File: config.mk
export PLATFORM = sky130hd
export DESIGN_NAME = act_feed_scheduler_flat
export DESIGN_NICKNAME = d
export VERILOG_FILES = /design/src/rtl/act_feed_scheduler_if.sv /design/src/rtl/act_feed_scheduler.sv /design/src/flat_wrapper.sv
export SDC_FILE = /design/constraint.sdc
export NUM_CORES = 1
export LEC_CHECK = 0
export ABC_CLOCK_PERIOD_IN_PS = 5700
export CAP_MARGIN = 20
export CORE_UTILIZATION = 34
export CTS_CLUSTER_DIAMETER = 200
export DETAILED_ROUTE_END_ITERATION = 16
export HOLD_SLACK_MARGIN = 0.05
export SYNTH_ARGS = -nofsm -noshare
export SYNTH_HDL_FRONTEND = slang
export SYNTH_SLANG_ARGS = --single-unit
export TNS_END_PERCENT = 100
File: constraint.sdc
create_clock -name clk -period 5.7 [get_ports clk]
set_input_delay 1.14 -clock clk [delete_from_list [all_inputs] [get_ports clk]]
set_output_delay 1.14 -clock clk [all_outputs]
set_load 0.005 [all_outputs]
File: src/rtl/act_feed_scheduler_if.sv
// Handshake/bus bundle between the activation feed scheduler and its
// neighbours: weight-load controller (start), activation memory read lanes,
// compensation-row table and the compensation request consumer.
interface act_feed_scheduler_if #(
  parameter int SIZE = 8
);
  localparam int ADDR_W = $clog2(SIZE*SIZE);
  localparam int CIDX_W = $clog2(3*SIZE);
  localparam int CROW_W = SIZE/2 + 1;
  localparam int COL_W  = $clog2(SIZE);

  logic                   start;
  logic                   hold;
  logic [SIZE-1:0]        act_rd_en;
  logic [SIZE*ADDR_W-1:0] act_rd_addr;
  logic [CIDX_W-1:0]      comp_idx;
  logic [CROW_W-1:0]      comp_entry;
  logic                   comp_valid;
  logic [COL_W-1:0]       comp_col;
  logic [CROW_W-2:0]      comp_row;
  logic                   comp_ready;
  logic                   busy;
  logic                   done;

  modport master (
    input  start, hold, comp_entry, comp_ready,
    output act_rd_en, act_rd_addr, comp_idx, comp_valid, comp_col, comp_row,
           busy, done
  );

  modport slave (
    output start, hold, comp_entry, comp_ready,
    input  act_rd_en, act_rd_addr, comp_idx, comp_valid, comp_col, comp_row,
           busy, done
  );
endinterface

File: src/rtl/act_feed_scheduler.sv
// Activation feed scheduler: after weight loading, streams the activation
// memory into the systolic array with diagonal skew (FEED), then walks the
// compensation-row table issuing one request per valid entry (COMP).
//
// Optional build macro: COMP_COL_SKIP_EN -- an empty table entry jumps the
// index straight to the next 3-entry column group instead of stepping by 1.
//
//   state | meaning
//   IDLE  | waiting for start pulse
//   FEED  | skewed activation reads, counter t = 0 .. 2*SIZE-2
//   COMP  | compensation table walk, index 0 .. 3*SIZE-1
//   FIN   | one-cycle done pulse, then back to IDLE
module act_feed_scheduler #(
  parameter int SIZE = 8
) (
  input  logic                  clk,
  input  logic                  rst,
  act_feed_scheduler_if.master  bus
);
  localparam int ADDR_W = $clog2(SIZE*SIZE);
  localparam int CIDX_W = $clog2(3*SIZE);
  localparam int CROW_W = SIZE/2 + 1;
  localparam int COL_W  = $clog2(SIZE);
  localparam int T_W    = $clog2(2*SIZE - 1);

  localparam logic [T_W-1:0]    T_LAST    = T_W'(2*SIZE - 2);
  localparam logic [CROW_W-1:0] ENTRY_NIL = CROW_W'(SIZE);
  localparam logic [CIDX_W:0]   IDX_END   = (CIDX_W+1)'(3*SIZE);

  typedef enum logic [1:0] {IDLE, FEED, COMP, FIN} state_t;

  state_t                 state, state_nxt;
  logic [T_W-1:0]         t_q, t_nxt;
  logic [CIDX_W-1:0]      idx_q, idx_nxt;
  logic [SIZE-1:0]        en_q, en_nxt;
  logic [SIZE*ADDR_W-1:0] addr_q, addr_nxt;
  logic                   valid_q, valid_nxt;
  logic                   busy_q, busy_nxt;
  logic                   done_q, done_nxt;

  logic                   entry_nil;
  logic                   feed_step;
  logic                   feed_last;
  logic                   comp_adv;
  logic                   comp_last;
  logic [CIDX_W:0]        idx_step;

  assign entry_nil = (bus.comp_entry == ENTRY_NIL);
  assign feed_step = (state == FEED) && !bus.hold;
  assign feed_last = feed_step && (t_q == T_LAST);
  // A pending request moves on only when accepted; an empty slot moves on at once.
  assign comp_adv  = (state == COMP) && (valid_q ? bus.comp_ready : entry_nil);
  assign comp_last = (idx_step >= IDX_END);

  // Index the table walk moves to when it advances (one extra bit to see the end).
  always_comb begin
    idx_step = {1'b0, idx_q} + (CIDX_W+1)'(1);
`ifdef COMP_COL_SKIP_EN
    if (!valid_q)
      idx_step = {1'b0, idx_q} - ({1'b0, idx_q} % (CIDX_W+1)'(3)) + (CIDX_W+1)'(3);
`endif
  end

  // State register.
  always_ff @(posedge clk or posedge rst) begin
    if (rst) state <= IDLE;
    else     state <= state_nxt;
  end

  // Next-state decode.
  always_comb begin
    state_nxt = state;
    case (state)
      IDLE: if (bus.start) state_nxt = FEED;
      FEED: if (feed_last) state_nxt = COMP;
      COMP: if (comp_adv && comp_last) state_nxt = FIN;
      FIN:  state_nxt = IDLE;
      default: state_nxt = IDLE;
    endcase
  end

  // Next values of the counters and registered outputs.
  always_comb begin
    t_nxt     = t_q;
    idx_nxt   = idx_q;
    en_nxt    = '0;
    addr_nxt  = addr_q;
    valid_nxt = 1'b0;
    busy_nxt  = (state_nxt != IDLE);
    done_nxt  = (state_nxt == FIN);
    case (state)
      IDLE: begin
        t_nxt = '0;
      end
      FEED: begin
        if (feed_step) begin
          // Lane r sees vector (t-r), element r: the diagonal wavefront.
          for (int r = 0; r < SIZE; r++) begin
            if ((int'(t_q) >= r) && (int'(t_q) - r <= SIZE - 1)) begin
              en_nxt[r] = 1'b1;
              addr_nxt[r*ADDR_W +: ADDR_W] = ADDR_W'((int'(t_q) - r) * SIZE + r);
            end
          end
          if (feed_last) begin
            t_nxt   = '0;
            idx_nxt = '0;
          end else begin
            t_nxt = t_q + T_W'(1);
          end
        end
      end
      COMP: begin
        if (comp_adv) begin
          // The index parks on the last slot rather than wrapping.
          if (!comp_last) idx_nxt = idx_step[CIDX_W-1:0];
        end else if (valid_q || !entry_nil) begin
          valid_nxt = 1'b1;
        end
      end
      FIN: begin
        t_nxt = '0;
      end
      default: begin
        t_nxt = '0;
      end
    endcase
  end

  // Counter and output registers.
  always_ff @(posedge clk or posedge rst) begin
    if (rst) begin
      t_q     <= '0;
      idx_q   <= '0;
      en_q    <= '0;
      addr_q  <= '0;
      valid_q <= 1'b0;
      busy_q  <= 1'b0;
      done_q  <= 1'b0;
    end else begin
      t_q     <= t_nxt;
      idx_q   <= idx_nxt;
      en_q    <= en_nxt;
      addr_q  <= addr_nxt;
      valid_q <= valid_nxt;
      busy_q  <= busy_nxt;
      done_q  <= done_nxt;
    end
  end

  assign bus.act_rd_en   = en_q;
  assign bus.act_rd_addr = addr_q;
  assign bus.comp_idx    = idx_q;
  assign bus.comp_valid  = valid_q;
  assign bus.busy        = busy_q;
  assign bus.done        = done_q;
  assign bus.comp_col    = COL_W'(idx_q / CIDX_W'(3));
  assign bus.comp_row    = bus.comp_entry[CROW_W-2:0];
endmodule

File: src/flat_wrapper.sv
// flat-port wrapper written by rule: the top's interface ports become plain ports
module act_feed_scheduler_flat 
#(
  parameter int SIZE = 8
)
  (clk, rst, bus_start, bus_hold, bus_comp_entry, bus_comp_ready, bus_act_rd_en, bus_act_rd_addr, bus_comp_idx, bus_comp_valid, bus_comp_col, bus_comp_row, bus_busy, bus_done);
  act_feed_scheduler_if #(.SIZE(SIZE)) bus_i ();
  input  logic clk;
  input  logic rst;
  input wire logic [$bits(bus_i.start)-1:0] bus_start;
  input wire logic [$bits(bus_i.hold)-1:0] bus_hold;
  input wire logic [$bits(bus_i.comp_entry)-1:0] bus_comp_entry;
  input wire logic [$bits(bus_i.comp_ready)-1:0] bus_comp_ready;
  output wire logic [$bits(bus_i.act_rd_en)-1:0] bus_act_rd_en;
  output wire logic [$bits(bus_i.act_rd_addr)-1:0] bus_act_rd_addr;
  output wire logic [$bits(bus_i.comp_idx)-1:0] bus_comp_idx;
  output wire logic [$bits(bus_i.comp_valid)-1:0] bus_comp_valid;
  output wire logic [$bits(bus_i.comp_col)-1:0] bus_comp_col;
  output wire logic [$bits(bus_i.comp_row)-1:0] bus_comp_row;
  output wire logic [$bits(bus_i.busy)-1:0] bus_busy;
  output wire logic [$bits(bus_i.done)-1:0] bus_done;
  assign bus_i.start = bus_start;
  assign bus_i.hold = bus_hold;
  assign bus_i.comp_entry = bus_comp_entry;
  assign bus_i.comp_ready = bus_comp_ready;
  assign bus_act_rd_en = bus_i.act_rd_en;
  assign bus_act_rd_addr = bus_i.act_rd_addr;
  assign bus_comp_idx = bus_i.comp_idx;
  assign bus_comp_valid = bus_i.comp_valid;
  assign bus_comp_col = bus_i.comp_col;
  assign bus_comp_row = bus_i.comp_row;
  assign bus_busy = bus_i.busy;
  assign bus_done = bus_i.done;
  act_feed_scheduler #(.SIZE(SIZE)) u_core (.clk(clk), .rst(rst), .bus(bus_i));
endmodule
==> key figures <==
Routing
  • Overall via count from detail_route: 2483
  • Drc violations: 0
  • Drt first-iter violations: 143
  • Via density per instance: 5.02
  • Total iterations of the first detailed-routing run: 4
  • Detailed-route wire length: 6720 um
  • DRT antenna net count: 0
  • Wirelength per Cell: 13.6 um

Finish
  • Layout Nets: 419
  • Area of all placed cells without fillers: 3990 sq um
  • Post-Route Utilization: 0.434
  • Most frequent cells in the layout: clkdlybuf4s50_1, dfrtp_1, nand2_1, ha_1, inv_1
  • Number of antenna repair diodes: 0
  • Area growth from synthesis to layout: 23.9%
  • Sequential cell area: 1330 sq um
  • Most frequent standard cell in the layout excluding fill and tap cells: clkdlybuf4s50_1
  • Number of non-filler instances in the completed layout: 495
  • Layout filler cell count: 894
  • Share of cells above drive strength 1: 0.0885
  • Area of the multi-input gates: 1630 sq um

Worst setup path
  • Worst setup SP type: register
  • Critical path fanouts, max: 15
  • Sequence of cells on the critical path: ha_1, mux2i_1, a41o_1, nand3_1, o21ai_0, ha_1, or2_2, a221oi_1, nor2_1, clkdlybuf4s50_1
  • Capturing point of the worst reg2reg path: u_core.bus.act_rd_addr[21]$_DFFE_PP0P_
  • Worst path slowest cell: dfrtp_1
  • Critical path start-end classification: register to output pin
  • CP dominant cell by count: ha_1
  • Number of cells on the worst reg-to-reg path: 7
  • Minimum setup slack among reg-to-reg paths: 2.57 ns
  • Timing endpoint of the critical path: bus_comp_col[0]
  • Crit path from: u_core.bus.comp_idx[3]$_DFFE_PP0P_
  • Worst reg2reg path startpoint: u_core.t_q[0]$_DFFE_PP0P_
  • Largest stage delay, worst path: 0.62 ns
  • Data arrival, critical path: 3.31 ns
  • Crit path required time: 4.56 ns
  • Critical path capture point type: output pin

STA
  • Final Setup Violations: 0
  • Transition time at the pin with the least slew margin: 0.692 ns
  • Total Negative Setup Slacks: 0 ns
  • Max Freq: 225 MHz
  • Worst slew margin relative to its limit: 0.538
  • Final critical path time including I/O delays and setup: 4.45 ns
  • Count of final max-slew check failures: 0
  • Worst hold margin: 0.473 ns
  • Final Hold Viols: 0
  • Post-route clock skew: 0.0103 ns
  • Fraction of the cycle the final worst path needs: 0.781
  • Final worst setup slack: 1.25 ns
  • Setup repair after global routing missed its margin: no

Global route
  • Remaining Overflow, GRT: 0
  • Initial antenna violation count: 0
  • Wire length of the first global-routing pass: 11000 um
  • Number of global-route vias before repair: 2248
  • Pin count of the biggest net entering global routing: 54
  • Global router's overall resource usage: 0.139

Pwr
  • Standby leakage power: 1.85 nW
  • IR drop worst, VDD: 0.000111 V
  • Power Total: 1.35 mW
  • Total power density per cell area: 337 nW/um^2

Clock network
  • Post-CTS setup buffer count: 0
  • PostCTS Resize Cnt: 0
  • Number of hold-repair buffers added at the cts stage: 0
  • Clock slew at reported path FFs: 0.10 ns
  • Number of buffers on the longest clock path: 2
  • Clock Root Buffer: clkbuf_8
  • Insertion delay of the later-clocked pin in the worst-skew pair: 0.31 ns
  • Number of buffers inserted during clock tree synthesis: 5
  • Clock tree from TritonCTS: yes
  • Clock net sink count: 53
  • Maximum level of the CTS H-tree: 2

Synthesis
  • Primary flip-flop cell chosen by synthesis mapping: dfrtp_1
  • Count of cell types in the netlist: 53
  • Post-synth EDFFs: 0
  • Syn Inst Count: 330
  • Netlist area before placement: 3220 sq um
  • Share of synthesized area occupied by flip-flops and latches: 0.411
  • Count of synthesis-stage warnings from yosys: 0
  • Post-synthesis register bit count: 53
  • Avg Cell Area, Syn: 9.77 sq um
  • Post-synth ARST share: 1.00

Die
  • Initial core utilization: 0.351
  • Area of the core: 9200 sq um
  • Die area: 9880 sq um
  • Die span in x: 99.4 um
  • Y dimension of the die: 99.4 um
  • Cell Rows: 35
  • I/O pins: 81

Placement
  • Number of I/O port buffers: 68
  • Last weighted congestion value of the routability-driven placer: 0.808
  • Post-detail-place hpwl: 4820 um
  • Number of cells in the design after placement: 487
  • Minimum setup slack after placement: 1.60 ns
  • Total placed instance area: 3880 sq um

Status
  • Result of the run: complete, no violations

Worst hold path
  • Hold crit path type: register to register

Run
  • Reported max-cap violation count: 0
==> power by group <==
| part | internal, mW | leakage, nW | switching (mW) |
|---|---|---|---|
| Clock | 0.132 | 0.0543 | 0.131 |
| Sequential | 0.464 | 0.693 | 0.0693 |
| Combinational | 0.296 | 1.10 | 0.254 |
==> metal layers <==
metal	up-vias	wire (um)	track usage	part of all wire
met5	-	0	0	0
met4	0	83	0.0509	0.012
met3	7	325	0.0316	0.048
met2	64	3190	0.235	0.48
met1	1184	3110	0.174	0.46
li1	1228	-	-	-
==> state kept, by name, indices dropped and copies added (netlist names) <==
| name | count |
|---|---|
| u_core.bus.act_rd_addr | 31 |
| u_core.bus.act_rd_en | 8 |
| u_core.bus.busy | 1 |
| u_core.bus.comp_idx | 5 |
| u_core.bus.comp_valid | 1 |
| u_core.bus.done | 1 |
| u_core.state | 2 |
| u_core.t_q | 4 |
==> synthesized netlist by cell type (all sizes together) (2+ instances only) <==
master  instances  share of area
nor3            4         0.0062
xor2            3         0.0082
a211o           2         0.0054
a21o            3         0.0070
nand4           4         0.0078
mux2i           7          0.022
a311oi          2         0.0054
nor2           12          0.014
nor3b           2         0.0047
and3b           2         0.0054
ha             26           0.10
a21boi          3         0.0070
a211oi          3         0.0070
o21ai          26          0.042
and2            2         0.0039
nand2          28          0.033
clkbuf          7         0.0082
o31ai           4          0.014
xnor2           3         0.0082
nor2b           2         0.0039
nand3           6         0.0093
a21oi          15          0.023
inv            25          0.029
nand2b          7          0.014
mux2           16          0.056
or2             3         0.0058
o211ai          6          0.014
or3             3         0.0058
dfrtp          53           0.41
and3            4         0.0078
o22ai           3         0.0058
buf            27          0.058
==> critical path: cells and delay by family, from the launching register on <==
kind | cells | cell delay (ns)
adder cells (fa/ha/maj) | 2 | 0.76
AND/OR/NAND/NOR | 3 | 0.42
buffers and inverters | 1 | 0.44
multiplexers | 1 | 0.15
AO/OA/AOI/OAI | 3 | 0.61
flip-flops | 1 | 0.62
==> final cells by class <==
type	instances	share of cell area
multi-input combinational	229	0.409
sequential	53	0.332
timing repair buffer	69	0.172
tap	111	0.0348
inverter	25	0.0235
clock buffer	5	0.0172
clock inverter	3	0.0116
==> cells by family (layout without fill, tap and decap cells) <==
family,after synthesis,after routing,share of synthesized area
AO/OA/AOI/OAI,78,78,0.163
XOR/XNOR,6,6,0.0163
adder cells (fa/ha/maj),26,26,0.101
buffers and inverters,59,102,0.0955
flip-flops,53,53,0.411
multiplexers,23,23,0.0776
other,1,12,0.00116
AND/OR/NAND/NOR,84,84,0.134
==> how the worst min path moves through the flow <==
| stage | from | endpoint | cells past startpoint |
|---|---|---|---|
| after floorplan | u_core.bus.act_rd_addr[13]$_DFFE_PP0P_ | u_core.bus.act_rd_addr[13]$_DFFE_PP0P_ | 1 |
| after global placement | u_core.bus.act_rd_addr[6]$_DFFE_PP0P_ | u_core.bus.act_rd_addr[6]$_DFFE_PP0P_ | 1 |
| after detailed placement | u_core.bus.act_rd_addr[13]$_DFFE_PP0P_ | u_core.bus.act_rd_addr[13]$_DFFE_PP0P_ | 1 |
| after CTS | u_core.bus.act_rd_addr[13]$_DFFE_PP0P_ | u_core.bus.act_rd_addr[13]$_DFFE_PP0P_ | 1 |
| after global routing | u_core.bus.act_rd_addr[13]$_DFFE_PP0P_ | u_core.bus.act_rd_addr[13]$_DFFE_PP0P_ | 1 |
| final | u_core.bus.act_rd_addr[6]$_DFFE_PP0P_ | u_core.bus.act_rd_addr[6]$_DFFE_PP0P_ | 1 |
No activity file was read; power rests on OpenSTA's default activity.
